`config.mk`:
```
export PLATFORM = sky130hd
export DESIGN_NAME = note_event_capture
export DESIGN_NICKNAME = d
export VERILOG_FILES = /design/src/rtl/note_event_capture_pkg.sv /design/src/rtl/note_event_capture_fifo.sv /design/src/rtl/note_event_capture.sv
export SDC_FILE = /design/constraint.sdc
export NUM_CORES = 1
export LEC_CHECK = 0
export CELL_PAD_IN_SITES_DETAIL_PLACEMENT = 1
export CELL_PAD_IN_SITES_GLOBAL_PLACEMENT = 1
export CORE_ASPECT_RATIO = 0.7
export CORE_MARGIN = 1
export CORE_UTILIZATION = 45
export CTS_CLUSTER_DIAMETER = 120
export DETAILED_ROUTE_END_ITERATION = 7
export GPL_TIMING_DRIVEN = 0
export PLACE_DENSITY = 0.74
export SYNTH_ARGS = -nofsm -noshare
export SYNTH_HDL_FRONTEND = slang
export SYNTH_HIERARCHICAL = 1
export SYNTH_SLANG_ARGS = --single-unit
```
`constraint.sdc`:
```
create_clock -name clk -period 7.4 [get_ports clk]
set_input_delay 1.48 -clock clk [delete_from_list [all_inputs] [get_ports clk]]
set_output_delay 1.48 -clock clk [all_outputs]
set_load 0.01 [all_outputs]
```
`src/rtl/note_event_capture_pkg.sv`:
```
// Shared widths and the event word layout for the note capture front end.
//   OCTAVE_BITS / NOTE_BITS / LENGTH_BITS / CLOCK_BITS : field widths
//   event_t     : packed event word {octave, note, length, clock}
//   pack_event  : builds an event word from its fields
package note_event_capture_pkg;

   localparam int OCTAVE_BITS = 4;
   // NOTE_BITS must hold NOTE_KEYS itself, which encodes "rest".
   localparam int NOTE_BITS   = 3;
   localparam int LENGTH_BITS = 3;
   localparam int CLOCK_BITS  = 16;

   typedef struct packed {
      logic [OCTAVE_BITS-1:0] octave;
      logic [NOTE_BITS-1:0]   note;
      logic [LENGTH_BITS-1:0] length;
      logic [CLOCK_BITS-1:0]  clock;
   } event_t;

   localparam int EVENT_BITS = $bits(event_t);

   function automatic event_t pack_event(
      input logic [OCTAVE_BITS-1:0] octave,
      input logic [NOTE_BITS-1:0]   note,
      input logic [LENGTH_BITS-1:0] length,
      input logic [CLOCK_BITS-1:0]  clock
   );
      event_t ev;
      ev.octave = octave;
      ev.note   = note;
      ev.length = length;
      ev.clock  = clock;
      return ev;
   endfunction

endpackage

```
`src/rtl/note_event_capture_fifo.sv`:
```
// Synchronous WIDTH x DEPTH FIFO for note events.
//   clk, rst      : clock, synchronous active-high reset
//   push, wdata   : write request and data
//   pop, rdata    : read request and head word (valid while !empty)
//   full, empty   : status
//   count         : occupancy, 0..DEPTH
// A push while full is accepted only if a pop happens in the same cycle.
module note_event_capture_fifo #(
   parameter int WIDTH = 8,
   parameter int DEPTH = 8
) (
   input  logic                     clk,
   input  logic                     rst,
   input  logic                     push,
   input  logic [WIDTH-1:0]         wdata,
   input  logic                     pop,
   output logic [WIDTH-1:0]         rdata,
   output logic                     full,
   output logic                     empty,
   output logic [$clog2(DEPTH):0]   count
);

   localparam int AW = $clog2(DEPTH);

   logic [WIDTH-1:0] mem [DEPTH];
   logic [AW:0]      wr_ptr;
   logic [AW:0]      rd_ptr;
   logic             do_push;
   logic             do_pop;

   assign empty   = (wr_ptr == rd_ptr);
   // Extra pointer MSB separates full from empty when the slot indices match.
   assign full    = (wr_ptr[AW] != rd_ptr[AW]) && (wr_ptr[AW-1:0] == rd_ptr[AW-1:0]);
   assign count   = wr_ptr - rd_ptr;
   assign do_pop  = pop && !empty;
   assign do_push = push && (!full || do_pop);
   assign rdata   = mem[rd_ptr[AW-1:0]];

   always_ff @(posedge clk) begin
      if (rst) begin
         wr_ptr <= '0;
         rd_ptr <= '0;
      end else begin
         if (do_push) wr_ptr <= wr_ptr + (AW+1)'(1);
         if (do_pop)  rd_ptr <= rd_ptr + (AW+1)'(1);
      end
   end

   // Storage needs no reset; the pointers define what is valid.
   always_ff @(posedge clk) begin
      if (do_push && !rst) mem[wr_ptr[AW-1:0]] <= wdata;
   end

endmodule

```
`src/rtl/note_event_capture.sv`:
```
// Single-voice key capture: decodes note/length keys and octave buttons into
// the current (octave, note, length) and queues every note change as a
// timestamped event drained through ev_valid/ev_ready.
//   clk, rst             : clock, synchronous active-high reset
//   en                   : capture enable; when low octave follows octave_in
//   octave_in            : octave loaded while disabled (clamped)
//   oct_up, oct_down     : debounced octave buttons, rising-edge sensitive
//   note_key, length_key : one-hot key inputs
//   system_clock         : timestamp source
//   octave, note, length : current state
//   ev_*                 : head-of-queue event and handshake
//   ev_count             : queue occupancy
//   overflow, clr_ovf    : sticky dropped-event flag and its clear
module note_event_capture
   import note_event_capture_pkg::*;
#(
   parameter int NOTE_KEYS     = 7,
   parameter int LENGTH_KEYS   = 7,
   parameter int OCT_MIN       = 0,
   parameter int OCT_MAX       = 7,
   parameter int OCT_RESET     = 4,
   parameter int LEN_RESET     = 2,
   parameter int DEPTH         = 8,
   parameter int RETRIG_ON_OCT = 1
) (
   input  logic                     clk,
   input  logic                     rst,
   input  logic                     en,
   input  logic [OCTAVE_BITS-1:0]   octave_in,
   input  logic                     oct_up,
   input  logic                     oct_down,
   input  logic [NOTE_KEYS-1:0]     note_key,
   input  logic [LENGTH_KEYS-1:0]   length_key,
   input  logic [CLOCK_BITS-1:0]    system_clock,
   output logic [OCTAVE_BITS-1:0]   octave,
   output logic [NOTE_BITS-1:0]     note,
   output logic [LENGTH_BITS-1:0]   length,
   output logic                     ev_valid,
   input  logic                     ev_ready,
   output logic [OCTAVE_BITS-1:0]   ev_octave,
   output logic [NOTE_BITS-1:0]     ev_note,
   output logic [LENGTH_BITS-1:0]   ev_length,
   output logic [CLOCK_BITS-1:0]    ev_clock,
   output logic [$clog2(DEPTH):0]   ev_count,
   output logic                     overflow,
   input  logic                     clr_ovf
);

   localparam logic [NOTE_BITS-1:0] NOTE_REST = NOTE_BITS'(NOTE_KEYS);

   logic                   up_q, down_q;
   logic                   up_edge, down_edge;
   logic [OCTAVE_BITS-1:0] oct_next, oct_clamped;
   logic [NOTE_BITS-1:0]   note_next;
   logic [LENGTH_BITS-1:0] len_next;
   logic                   push_req;
   logic                   fifo_full, fifo_empty, fifo_pop, drop;
   event_t                 push_ev, head_ev;

   assign up_edge   = oct_up && !up_q;
   assign down_edge = oct_down && !down_q;

   always_comb begin
      note_next = note;
      if (note_key == '0) begin
         note_next = NOTE_REST;
      end else if ($countones(note_key) == 1) begin
         for (int i = 0; i < NOTE_KEYS; i++)
            if (note_key[i]) note_next = NOTE_BITS'(i);
      end
   end

   always_comb begin
      len_next = length;
      if ($countones(length_key) == 1) begin
         for (int i = 0; i < LENGTH_KEYS; i++)
            if (length_key[i]) len_next = LENGTH_BITS'(i);
      end
   end

   always_comb begin
      oct_next = octave;
      if (up_edge && !down_edge && int'(octave) < OCT_MAX)
         oct_next = octave + OCTAVE_BITS'(1);
      else if (down_edge && !up_edge && int'(octave) > OCT_MIN)
         oct_next = octave - OCTAVE_BITS'(1);
   end

   always_comb begin
      oct_clamped = octave_in;
      if (int'(octave_in) > OCT_MAX)
         oct_clamped = OCTAVE_BITS'(OCT_MAX);
      else if (int'(octave_in) < OCT_MIN)
         oct_clamped = OCTAVE_BITS'(OCT_MIN);
   end

   // Retrigger only when the octave really moves (not at a saturated bound).
   assign push_req = en && !rst &&
                     ((note_next != note) ||
                      (RETRIG_ON_OCT != 0 && oct_next != octave && note_next != NOTE_REST));

   assign push_ev  = pack_event(oct_next, note_next, len_next, system_clock);
   assign fifo_pop = ev_valid && ev_ready;
   assign drop     = push_req && fifo_full && !fifo_pop;

   always_ff @(posedge clk) begin
      if (rst) begin
         octave   <= OCTAVE_BITS'(OCT_RESET);
         note     <= NOTE_REST;
         length   <= LENGTH_BITS'(LEN_RESET);
         up_q     <= 1'b0;
         down_q   <= 1'b0;
         overflow <= 1'b0;
      end else begin
         // History follows the buttons even while disabled so re-enable is edge-free.
         up_q   <= oct_up;
         down_q <= oct_down;
         if (en) begin
            octave <= oct_next;
            note   <= note_next;
            length <= len_next;
         end else begin
            octave <= oct_clamped;
            note   <= NOTE_REST;
         end
         if (drop)
            overflow <= 1'b1;
         else if (clr_ovf)
            overflow <= 1'b0;
      end
   end

   note_event_capture_fifo #(
      .WIDTH (EVENT_BITS),
      .DEPTH (DEPTH)
   ) u_fifo (
      .clk   (clk),
      .rst   (rst),
      .push  (push_req),
      .wdata (push_ev),
      .pop   (fifo_pop),
      .rdata (head_ev),
      .full  (fifo_full),
      .empty (fifo_empty),
      .count (ev_count)
   );

   assign ev_valid  = !fifo_empty;
   assign ev_octave = head_ev.octave;
   assign ev_note   = head_ev.note;
   assign ev_length = head_ev.length;
   assign ev_clock  = head_ev.clock;

endmodule

```
==> results of run 1 <==
worst max path at each step:
stage / from / endpoint / cells after the start / slack [ns]
floorplan: note_key[0] / u_fifo/mem[0][0]$_DFFE_PP_ / 15 / 0.28
global placement: note_key[0] / u_fifo/mem[4][1]$_DFFE_PP_ / 15 / -2.43
detailed placement: note_key[0] / u_fifo/mem[4][1]$_DFFE_PP_ / 17 / -0.08
CTS: note_key[0] / u_fifo/mem[4][1]$_DFFE_PP_ / 17 / 0.43
global route: note_key[0] / u_fifo/mem[4][5]$_DFFE_PP_ / 17 / 0.1
finish: note_key[3] / u_fifo/mem[4][1]$_DFFE_PP_ / 17 / 0.42
cell usage after synthesis, drive strengths merged, types with 4 or more instances:
cell type and n:
dfxtp 24, mux4 52, nor4 4, xor2 4, nand3 4, xnor2 6
inv 32, a21oi 9, o21ai 10, nor2b 7, ha 8, clkbuf 13
edfxtp 208, nand2 16, mux2 26, fa 9, buf 6, nor3 12
mux2i 5, nand2b 6, nor2 26
worst max-delay path, stage by stage:
cell,delay (ns)
clkdlybuf4s50_1,0.62
inv_1,0.09
fa_1,0.50
fa_1,0.43
fa_1,0.38
inv_1,0.07
fa_1,0.42
or3_1,0.38
clkbuf_1,0.23
nor4_1,0.33
o21a_1,0.20
a2111oi_2,0.06
a41oi_2,0.41
nand4b_1,0.42
nor3_2,0.70
buf_6,0.25
buf_6,0.17
flip-flops by register name, indices dropped and copies added, names as in the netlist, named ones only:
register / flops
u_fifo/mem: 208
octave: 4
u_fifo/rd_ptr: 4
u_fifo/wr_ptr: 4
length: 3
note: 3
down_q: 1
overflow: 1
up_q: 1
stage by stage:
step | instances | utilization, % | TNS [ns] | instance area (sq um) | worst slack, ns
after floorplan | 532 | - | 0 | 9960 | 0.285
after global placement | 895 | 51.3 | -268.58 | 11100 | -2.43
after detailed placement | 904 | 52.2 | -1.99 | 11300 | -0.0784
after CTS | 943 | 55.4 | 0 | 12000 | 0.435
after global routing | 943 | 55.4 | 0 | 12000 | 0.0981
final | 943 | 55.4 | 0 | 12000 | 0.422
area by class of cell:
class / count / area share, %
clock buffer: 32 / 5.25
inverter: 32 / 1.00
buffer: 19 / 1.75
tap: 282 / 2.94
sequential: 232 / 56.1
timing repair buffer: 90 / 7.85
clock inverter: 7 / 0.511
multi-input combinational: 249 / 24.6
cell usage in the layout, fill, tap and decap left out, drive strengths merged, types with 7 or more instances in the layout:
master,instances
ha,8
nand2,16
o21ai,10
fa,9
clkbuf,45
nor2,26
inv,32
buf,15
a21oi,9
edfxtp,208
clkdlybuf4s50,81
nor3,12
dfxtp,24
nor2b,7
mux4,52
mux2,26
power groups by stage:
| stage | clock, mW | sequential, mW | combinational, mW |
|---|---|---|---|
| finish | 1.08 | 1.48 | 0.230 |
| global route | 1.15 | 1.48 | 0.253 |
| CTS | 1.11 | 1.48 | 0.232 |
| detailed placement | 0 | 1.50 | 0.230 |
| global placement | 0 | 1.50 | 0.210 |
| floorplan | 0 | 1.50 | 0.119 |
cell families (layout without fill, tap and decap cells):
family | after synthesis | in the layout | synth area share [%]
and+or+nand+nor | 88 | 88 | 4.65
buffers and inverters | 51 | 180 | 3.32
muxes | 83 | 83 | 16.9
adders and majority gates | 17 | 17 | 2.81
DFF | 232 | 232 | 67.5
AOI/OAI and AO/OA | 51 | 51 | 3.86
xor gates and xnor gates | 10 | 10 | 0.955
routing by layer:
metal / global-route usage (%) / share of wire [%] / vias to the layer above
li1: - / - / 2377
met1: 27.2 / 46 / 2726
met2: 33.0 / 48 / 122
met3: 3.27 / 4.3 / 23
met4: 4.36 / 1.3 / 0
met5: 0 / 0 / -
==> impl_metrics.yaml, run 1 <==
critical_path:
  worstSetupPathType: "in2reg"
  cp_max_fo: 9
  critical_path_arrival_ns: 7.19
  cp_data_required_time_ns: 7.61
  rr_worst_depth: 10
  end_kind: "flip-flop"
  reg2reg_to: "u_fifo/mem[4][1]$_DFFE_PP_"
  start_kind: "input pin"
  reg2reg_from: "u_fifo/wr_ptr[0]$_SDFFE_PP0P_"
  ff2ff_setup_slack_ns: 3.51
timing:
  setup_viol: 0
  fmax_ghz: 0.143
  holdWs_ns: 0.507
  clock_skew_ns: 0.0103
  rsz0062_at_grt: "false"
  tightest_slew_ns: 1.08
  slew_viol_final: 0
  slew_headroom_pct: 27.6
  finalCritPeriodShare_pct: 94.3
  min_period_ns: 6.98
  hold_viol_final: 0
flow_run:
  maxCapViolCount: 0
power_and_ir_drop:
  clockPowerShare_pct: 38.8
  seqPwrFrac_pct: 53.0
  swShare_pct: 21.5
  combPwrFrac_pct: 8.3
  p_leak_nw: 3.97
  p_switching_uw: 599
  power.density_nw_per_um2: 232
  internal-power_mw: 2.19
  design_power_total_mw: 2.79
  ir_drop_v: 0.000147
logic_synthesis:
  syn_nets: 590
  syn_area_sq_um: 9960
  synth_edf_count: 208
  synth_warnings: 6
  async_reset_ff_share_pct: 0
  synth_area_leader_cell: "edfxtp_1"
  synth_cells: 532
  ys_seq_area_share_pct: 67.5
  yosysTopAreaCellShare_pct: 62.7
  synth_cell_type_count: 60
  avgSynthCellArea_sq_um: 18.7
  ys_ff_latch: 232
  yosys-top-cells-area: "edfxtp_1 (63%), mux4_1 (12%), dfxtp_1 (4.8%)"
  synthFlopType: "edfxtp_1"
cts:
  clock_latency_ns: 0.50
  post_cts_resized: 0
  cts_tree: "yes"
  cts_made_buffers: 22
  clk_path_buf_depth: 3
  clock_sinks: 232
  clkSlewWorstSetupHoldPaths_ns: 0.06
  cts_hold_buf: 0
  clockRootBuffer: "clkbuf_16"
  h-tree-depth: 1
  postCtsSetupBuffers: 0
floorplanning:
  start_util_pct: 45.9
  rows: 45
  die_area_sq_um: 22700
  die_y_microns: 126
  io_pins: 83
  die_w_microns: 180
  fp.coreArea_sq_um: 21700
global_route:
  grt_pass1_vias: 5691
  grt_start_max_net_pins: 27
  antenna_found_initial: 0
  grt_overflow: 0
  grt_first_pass_wirelength_microns: 33600
  grt_use_total_pct: 19.6
drt:
  wl_microns: 21800
  routedWlPerCell_microns: 23.2
  antenna_left: 0
  firstDrtPassIters: 6
  avgViaCountPerCell: 5.57
  drtIter0Drc: 241
  num_vias: 5248
  drc_errors: 4
cells_and_area:
  num_antenna_cells: 0
  fillers: 1934
  drive_gt1_share_pct: 15.7
  regArea_sq_um: 6730
  layout.nets: 704
  syn_to_final_growth_pct: 20.5
  multiInputGateArea_sq_um: 2960
min_path:
  hold_path_end: "overflow$_SDFFE_PP0P_"
  whs_path_depth: 1
  hp-class: "reg2reg"
  hold_start: "overflow$_SDFFE_PP0P_"
placed_design:
  gp_congestion: 0.866
  hpwl_microns: 14600
  port_buffers: 81
run_status:
  violations: "DRC"
  status: "finished, violations left"
(Power assumes the default switching activity.)
==> inputs of run 2 (changes only) <==
--- a/config.mk
+++ b/config.mk
@@ -11,4 +11,5 @@
 export CORE_MARGIN = 1
 export CORE_UTILIZATION = 45
+export CTS_BUF_LIST = sky130_fd_sc_hd__clkbuf_16
 export CTS_CLUSTER_DIAMETER = 120
 export DETAILED_ROUTE_END_ITERATION = 7
==> constraint.sdc (replaced) <==
create_clock -name clk -period 7.4 [get_ports clk]
set_input_delay 0.74 -clock clk [delete_from_list [all_inputs] [get_ports clk]]
set_output_delay 0.74 -clock clk [all_outputs]
set_load 0.01 [all_outputs]
==> run 2 against run 1 <==
Compared with the run above:
- the flow still finishes with violations (DRC)
- critical path type unchanged
- die area stayed put
- core utilization shrank 0.092 points
- highest routed layer unchanged
- largest cell class unchanged
- via count barely moved
- setup slack better by 0.74 ns
- first-iteration DRC count is 2.5% lower
==> impl_metrics.yaml, run 2 (synthesized netlist as in run 1, its figures left out) <==
critical_path:
  reg2reg_from: "u_fifo/wr_ptr[0]$_SDFFE_PP0P_"
  cpPeakStageDelay_ns: 0.69
  cp_data_required_time_ns: 7.61
  end_kind: "flip-flop"
  ff2ff_setup_slack_ns: 3.53
  cp_max_fo: 9
  critical_path_arrival_ns: 6.44
  start_kind: "input pin"
  cp_slowest_cell: "nor3_2"
  worstSetupPathType: "in2reg"
  reg2reg_to: "u_fifo/mem[4][12]$_DFFE_PP_"
  crit_chain: "clkdlybuf4s50_1, inv_1, fa_1, fa_1, fa_1, inv_1, fa_1, or3_1, clkbuf_1, nor4_1, o21a_1, a2111oi_2, a41oi_2, nand4b_1, nor3_2, buf_6, buf_6"
  rr_worst_depth: 10
  cpMostUsedCell: "fa_1"
drt:
  antenna_left: 0
  avgViaCountPerCell: 5.56
  firstDrtPassIters: 6
  routedWlPerCell_microns: 23.1
  drc_errors: 4
  drtIter0Drc: 235
  wl_microns: 21800
  num_vias: 5247
cts:
  cts_made_buffers: 22
  cts_hold_buf: 0
  clkSlewWorstSetupHoldPaths_ns: 0.06
  h-tree-depth: 1
  postCtsSetupBuffers: 0
  clock_sinks: 232
  cts_tree: "yes"
  clockRootBuffer: "clkbuf_16"
  clock_latency_ns: 0.50
  post_cts_resized: 0
  clk_path_buf_depth: 3
cells_and_area:
  fillers: 1932
  drive_gt1_share_pct: 15.7
  syn_to_final_growth_pct: 20.3
  final_common_cell: "edfxtp_1"
  layout.nets: 704
  largest_reg_flops: 208
  final_cell_mix: "edfxtp_1 (208), clkdlybuf4s50_1 (81), mux4_1 (44)"
  fin_area_sq_um: 12000
  num_antenna_cells: 0
min_path:
  hold_start: "overflow$_SDFFE_PP0P_"
  whs_path_depth: 1
  hp-class: "reg2reg"
  hold_path_end: "overflow$_SDFFE_PP0P_"
power_and_ir_drop:
  p_leak_nw: 3.99
  seqPwrFrac_pct: 53.6
  ir_drop_v: 0.000148
  clockPowerShare_pct: 38.1
  swShare_pct: 21.7
  design_power_total_mw: 2.76
  combPwrFrac_pct: 8.3
  internal-power_mw: 2.16
  p_switching_uw: 599
  power.density_nw_per_um2: 230
run_status:
  status: "finished, violations left"
  violations: "DRC"
timing:
  tightest_slew_ns: 1.06
  clock_skew_ns: 0.0114
  slew_viol_final: 0
  min_period_ns: 6.23
  hold_viol_final: 0
  setup_viol: 0
  fmax_ghz: 0.160
  slew_headroom_pct: 28.5
  rsz0062_at_grt: "false"
  finalCritPeriodShare_pct: 84.2
  fin_ws_ns: 1.17
floorplanning:
  die_w_microns: 180
  start_util_pct: 45.9
  io_pins: 83
  fp.coreArea_sq_um: 21700
  rows: 45
  die_y_microns: 126
  die_area_sq_um: 22700
placed_design:
  port_buffers: 81
  post_dp_cell_area_sq_um: 11300
  pre_cts_slack_ns: 0.662
  gp_congestion: 0.866
  hpwl_microns: 14600
global_route:
  grt_first_pass_wirelength_microns: 33500
  grt_overflow: 0
  antenna_found_initial: 0
  grt_start_max_net_pins: 27
  grt_use_total_pct: 19.6
  grt_pass1_vias: 5686
flow_run:
  maxCapViolCount: 0
-- run 2: worst max path at each step --
stage	startpoint	end	slack [ns]	cells past startpoint
after floorplan	note_key[0]	u_fifo/mem[0][0]$_DFFE_PP_	1.02	15
after global placement	note_key[0]	u_fifo/mem[4][1]$_DFFE_PP_	-1.69	15
after detailed placement	note_key[0]	u_fifo/mem[4][1]$_DFFE_PP_	0.66	17
after CTS	note_key[0]	u_fifo/mem[4][1]$_DFFE_PP_	1.18	17
after global routing	note_key[0]	u_fifo/mem[4][5]$_DFFE_PP_	0.84	17
final	note_key[3]	u_fifo/mem[4][12]$_DFFE_PP_	1.17	17
-- run 2: worst max-delay path, delay by kind of cell --
family | cells | cell delay, ns
and+or+nand+nor | 4 | 1.82
buffers and inverters | 6 | 1.43
adders and majority gates | 4 | 1.73
AOI/OAI and AO/OA | 3 | 0.68
-- run 2: power by group through the flow --
stage	Sequential [mW]	Clock, mW	Combinational, mW
global route	1.48	1.12	0.253
detailed placement	1.50	0	0.230
global placement	1.50	0	0.210
floorplan	1.50	0	0.119
finish	1.48	1.05	0.230
CTS	1.48	1.08	0.232
-- run 2: through the flow --
step / setup TNS (ns) / instances / hold slack (ns) / util (%)
6_report: 0 / 943 / 0.507 / 55.3
5_1_grt: 0 / 943 / 0.542 / 55.3
2_1_floorplan: 0 / 532 / 0.511 / -
4_1_cts: 0 / 943 / 0.514 / 55.3
3_3_place_gp: -114.66 / 895 / 0.483 / 51.3
3_5_place_dp: 0 / 904 / 0.490 / 52.2
-- run 2: layer usage --
metal | up-vias | global-route usage [%] | part of all wire, %
li1 | 2378 | - | -
met5 | - | 0 | 0
met1 | 2726 | 27.3 | 46
met2 | 122 | 32.8 | 48
met3 | 21 | 3.27 | 4.3
met4 | 0 | 4.36 | 1.3
-- run 2: area by class of cell --
cell class | count | area [sq um] | share of cell area, %
tap | 282 | 353 | 2.95
multi-input combinational | 249 | 2960 | 24.7
clock buffer | 23 | 576 | 4.80
sequential | 232 | 6730 | 56.2
timing repair buffer | 90 | 942 | 7.87
clock inverter | 16 | 95.1 | 0.794
inverter | 32 | 120 | 1.00
buffer | 19 | 210 | 1.75
==> variant 1 (settings of run 2) <==
Add an input register stage for `note_key` and `length_key`, without a reset; this delays them by one clock. The other inputs are not delayed to match.
--- a/src/rtl/note_event_capture.sv
+++ b/src/rtl/note_event_capture.sv
@@ -48,6 +48,14 @@
 
    localparam logic [NOTE_BITS-1:0] NOTE_REST = NOTE_BITS'(NOTE_KEYS);
 
+   logic [NOTE_KEYS-1:0] note_key_q;
+   logic [LENGTH_KEYS-1:0] length_key_q;
+
+   always_ff @(posedge clk) begin
+      note_key_q   <= note_key;
+      length_key_q <= length_key;
+   end
+
    logic                   up_q, down_q;
    logic                   up_edge, down_edge;
    logic [OCTAVE_BITS-1:0] oct_next, oct_clamped;
@@ -62,19 +70,19 @@
 
    always_comb begin
       note_next = note;
-      if (note_key == '0) begin
+      if (note_key_q == '0) begin
          note_next = NOTE_REST;
-      end else if ($countones(note_key) == 1) begin
+      end else if ($countones(note_key_q) == 1) begin
          for (int i = 0; i < NOTE_KEYS; i++)
-            if (note_key[i]) note_next = NOTE_BITS'(i);
+            if (note_key_q[i]) note_next = NOTE_BITS'(i);
       end
    end
 
    always_comb begin
       len_next = length;
-      if ($countones(length_key) == 1) begin
+      if ($countones(length_key_q) == 1) begin
          for (int i = 0; i < LENGTH_KEYS; i++)
-            if (length_key[i]) len_next = LENGTH_BITS'(i);
+            if (length_key_q[i]) len_next = LENGTH_BITS'(i);
       end
    end
 
Formal check against the unedited RTL: not equivalent (a bounded check fails within 4 cycles, from zero or initial values and one cycle with rst high).
==> variant 1 against run 2 <==
- area after synthesis rose by 2.2%
- largest cell class unchanged
- clock skew rose by 0.00056 ns
- via count rose by 3.0%
- register-to-register slack got worse by 1.9 ns
- sequential cell count rose by 14
- largest power group unchanged
- cell area rose by 3.5%
- highest routed layer unchanged
- fmax rose by 8.8%
- worst setup slack improved by 0.50 ns
- cell count rose by 1.5%
- total power rose by 9.8%
- critical path type is now flip-flop to flip-flop
- die area rose by 2.2%
- wire length rose by 3.4%
==> variant 1: results (changes against run 2) <==
| Metric | Value |
|---|---|
| Synth async-reset ratio | `0 (unchanged)` |
| DR vias | `5404 (was 5247)` |
| Layout cell share with drive strength beyond 1 | `0.161 (was 0.157)` |
| Max FFs per register | `208 (unchanged)` |
| Crit path max-delay cell type | `fa_1 (was nor3_2)` |
| Peak VDD IR | `0.170 mV (was 0.148 mV)` |
| Hold wc startpoint | `length[0] (was overflow)` |
| First-pass GRT wire length | `34.9 mm (was 33.5 mm)` |
| Max incr delay on CP | `0.57 ns (was 0.69 ns)` |
| Synth area leaders | `edfxtp_1 (61%), mux4_1 (11%), dfxtp_1 (7.5%) (was edfxtp_1 (63%), mux4_1 (12%), dfxtp_1 (4.8%))` |
| Filler cells | `1940 (was 1932)` |
| I/O Buffers | `82 (was 81)` |
| FF-to-FF Start | `note_key_q[0] (was u_fifo/wr_ptr[0])` |
| Worst r2r path cells | `18 (was 10)` |
| Status | `finished, final reports clean (was finished with violations)` |
| Initial detailed-routing violation count | `388 (was 235)` |
| Worst Setup EP | `u_fifo/mem[0][14] (was u_fifo/mem[4][12])` |
| Arrival time worst endpoint | `5.94 ns (was 6.44 ns)` |
| Clock Tree Buf Depth | `3 (unchanged)` |
| Commonest cells in the netlist | `edfxtp_1 (208), mux4_1 (44), dfxtp_1 (38), inv_1 (28), mux2_2 (26) (was edfxtp_1 (208), mux4_1 (44), inv_1 (32), mux2_2 (26), nor2_1 (26))` |
| Final cell count without fillers | `957 (was 943)` |
| HPWL Detailed | `15.0 mm (was 14.6 mm)` |
| Count of different cell masters after synthesis | `54 (was 60)` |
| Final net count | `718 (was 704)` |
| Setup WS pre-CTS | `1.71 ns (was 0.662 ns)` |
| Register area share after synthesis | `0.688 (was 0.675)` |
| Clk_skew | `0.0119 ns (was 0.0114 ns)` |
| Peak Freq | `175 MHz (was 160 MHz)` |
| Wire per inst | `23.5 µm (was 23.1 µm)` |
| Yosys Warn Count | `6 (unchanged)` |
| Syn_nets | `598 (was 590)` |
| LEAKAGE | `4.18 nW (was 3.99 nW)` |
| Nature of the critical path startpoint | `flip-flop (was input port)` |
| Cells after DPL | `916 (was 904)` |
| Total GRT Usage | `0.201 (was 0.196)` |
| GP Congestion | `0.847 (was 0.866)` |
| Largest area contributor in the netlist | `edfxtp_1 (unchanged)` |
| Syn_area_per_cell | `18.8 µm² (was 18.7 µm²)` |
| CTS Buf Count | `24 (was 22)` |
| DR pass1 iterations | `4 (was 6)` |
| Vias in the first global route | `5868 (was 5686)` |
| Relative max-transition margin | `0.327 (was 0.285)` |
## variant 1: cell count changes in the layout (fill, tap and decap cells not counted), sizes merged, moves of 3 or more
| cell | delta |
|---|---|
| bufinv | +3 |
| dfxtp | +14 |
| nand2b | -5 |
| nand2 | +4 |
| buf | +3 |
| nand3 | +4 |
| a221oi | +3 |
| inv | -7 |
| and2 | +3 |
| nor3 | -3 |
## variant 1: layer usage
| metal | global-route usage | wire (µm) | share of wire | up-vias |
|---|---|---|---|---|
| met5 | 0 | 0 | 0 | - |
| met4 | 0.0454 | 383 | 0.017 | 0 |
| met3 | 0.0307 | 976 | 0.043 | 31 |
| met2 | 0.343 | 11000 | 0.49 | 137 |
| met1 | 0.276 | 10100 | 0.45 | 2823 |
| li1 | - | - | - | 2413 |
## variant 1: cells by family (layout without fill, tap and decap cells)
group                      Yosys count  count (layout)  share of synthesized area
muxes                               84              84                      0.166
buffers and inverters               47             182                     0.0310
DFF                                246             246                      0.688
xor gates and xnor gates            10              10                    0.00934
and+or+nand+nor                     87              87                     0.0441
AOI/OAI and AO/OA                   49              49                     0.0337
adders and majority gates           17              17                     0.0275
## variant 1: tightest hold or removal path: stages (launching register included)
cell	delay [ns]
dfxtp_1	0.36
mux2i_1	0.14
nor2_1	0.05
## variant 1: report_power, final
group          internal [W]  total [W]  switching (W)  leakage (nW)
sequential          0.00154    0.00156      0.0000159          2.18
combinational      0.000101   0.000233       0.000132          1.60
clock              0.000744    0.00123       0.000489         0.407
## variant 1: final cells by class
| cell class | instances | area (µm²) | share of cell area |
|---|---|---|---|
| clock inverters | 16 | 168 | 0.0135 |
| flip-flops and latches | 246 | 7010 | 0.565 |
| multi-input cells | 247 | 2910 | 0.235 |
| clock buffers | 25 | 626 | 0.0504 |
| inverters | 29 | 109 | 0.00878 |
| well taps | 282 | 353 | 0.0284 |
| plain buffers | 18 | 206 | 0.0166 |
| repair buffers | 94 | 1020 | 0.0825 |
## variant 1: per-stage QoR
stage	power, W	hold slack, ns	cell area, µm²
2_1_floorplan	0.00171	0.541	10200
3_3_place_gp	0.00180	0.544	11400
3_5_place_dp	0.00182	0.595	11600
4_1_cts	0.00306	0.609	12400
5_1_grt	0.00312	0.644	12400
6_report	0.00303	0.603	12400
## variant 1: worst min path at each step
stage,endpoint,slack [ns],cells after the start
6_report,length[0],0.60,2
5_1_grt,length[0],0.64,2
4_1_cts,length[0],0.61,2
3_5_place_dp,length[0],0.59,2
3_3_place_gp,length[2],0.54,2
2_1_floorplan,flip-flop,0.54,2
==> variant 2 (settings of run 2) <==
Without the edit above. Change the package constant `NOTE_BITS` from 3 to 6.
--- a/src/rtl/note_event_capture_pkg.sv
+++ b/src/rtl/note_event_capture_pkg.sv
@@ -6,7 +6,7 @@
 
    localparam int OCTAVE_BITS = 4;
    // NOTE_BITS must hold NOTE_KEYS itself, which encodes "rest".
-   localparam int NOTE_BITS   = 3;
+   localparam int NOTE_BITS   = 6;
    localparam int LENGTH_BITS = 3;
    localparam int CLOCK_BITS  = 16;
 
Ports: changed (resized ev_note and note); port bits go from 83 to 89. The function was not compared with the original's and may differ.
==> variant 2 against run 2 <==
- sequential cell count increased by 27
- cell area increased by 10%
- combinational power increased by 8%
- wire length increased by 15%
- clock power increased by 11%
- worst setup slack got worse by 0.36 ns
- total power increased by 11%
- area after synthesis increased by 9.7%
- non-clock buffer count increased by 13
==> variant 2: results (changes against run 2) <==
| Metric | Value |
|---|---|
| Met3 WL post-DR | `1.07 mm (was 928 µm)` |
| Post-DP Area | `0.0124 mm² (was 0.0113 mm²)` |
| Worst Setup EP | `u_fifo/mem[0][12] (was u_fifo/mem[4][12])` |
| Grt met3 use | `0.0290 (was 0.0327)` |
| Post-synth EDFFs | `232 (was 208)` |
| Wire length on met2 | `12.3 mm (was 10.5 mm)` |
| Total GRT Usage | `0.206 (was 0.196)` |
| GR Util met2 | `0.351 (was 0.328)` |
| Worst r2r path cells | `9 (was 10)` |
| Clk Latency, worst-skew pair | `0.52 ns (was 0.50 ns)` |
| R2r endpoint | `u_fifo/mem[4][16] (was u_fifo/mem[4][12])` |
| Mux cell area share after synthesis | `0.167 (was 0.169)` |
| Vias in the first global route | `6507 (was 5686)` |
| Filler cells | `2153 (was 1932)` |
| DR vias | `5891 (was 5247)` |
| HPWL Detailed | `16.5 mm (was 14.6 mm)` |
| Worst hold endpoint | `note[3] (was overflow)` |
| First-pass GRT wire length | `38.5 mm (was 33.5 mm)` |
| Grt met1 use | `0.285 (was 0.273)` |
| Crit path max-delay cell type | `clkdlybuf4s50_1 (was nor3_2)` |
| DR pass1 iterations | `4 (was 6)` |
| Adder-cell share of the synthesized area | `0.0257 (was 0.0281)` |
| Wire per inst | `23.9 µm (was 23.1 µm)` |
| Final net count | `770 (was 704)` |
| Layout cell share with drive strength beyond 1 | `0.200 (was 0.157)` |
| Period utilisation layout | `0.890 (was 0.842)` |
| Syn_area_per_cell | `18.7 µm² (about the same)` |
| Largest net degree at the start of global routing | `23 (was 27)` |
| GP Congestion | `0.779 (was 0.866)` |
| Initial detailed-routing violation count | `374 (was 235)` |
| Setup WS pre-CTS | `0.295 ns (was 0.662 ns)` |
| XOR/XNOR Fraction of Synth Area | `0.00951 (was 0.00955)` |
| Yosys top cell area share | `0.638 (was 0.627)` |
| Final cell count without fillers | `1048 (was 943)` |
| Commonest cells in the netlist | `edfxtp_1 (232), mux4_2 (40), inv_1 (30), nor2_1 (30), dfxtp_1 (27) (was edfxtp_1 (208), mux4_1 (44), inv_1 (32), mux2_2 (26), nor2_1 (26))` |
| Syn_nets | `643 (was 590)` |
| Status | `finished, final reports clean (was finished with violations)` |
| Arrival time worst endpoint | `6.80 ns (was 6.44 ns)` |
| Max FFs per register | `232 (was 208)` |
| Design area | `0.0132 mm² (was 0.0120 mm²)` |
| Register area share after synthesis | `0.687 (was 0.675)` |
| Synth Area in Compound Gates | `0.0346 (was 0.0386)` |
| Fin Hold WS | `0.536 ns (was 0.507 ns)` |
| I/O Buffers | `87 (was 81)` |
| LEAKAGE | `4.44 nW (was 3.99 nW)` |
[variant 2: cell count changes in the layout (fill, tap and decap cells not counted), moves of 6 or more]
| cell | change |
|---|---|
| mux2_4 | +20 |
| clkbuf_8 | -9 |
| buf_2 | +7 |
| clkbuf_1 | +7 |
| edfxtp_1 | +24 |
| mux2_2 | -17 |
| mux4_1 | -26 |
| clkdlybuf4s50_1 | +6 |
| mux4_2 | +32 |
[variant 2: area by class of cell]
type                       instances  area (µm²)  area share
clock buffer                      27         676      0.0512
tap                              318         398      0.0302
inverter                          30         113     0.00853
sequential                       259        7510       0.569
multi-input combinational        273        3200       0.243
timing repair buffer              99        1070      0.0811
buffer                            23         155      0.0118
clock inverter                    19        76.3     0.00578
[variant 2: power breakdown]
group	internal, W	switching [W]	leakage (nW)
logic	0.000108	0.000140	1.72
registers	0.00163	0.0000106	2.31
clock network	0.000652	0.000517	0.409
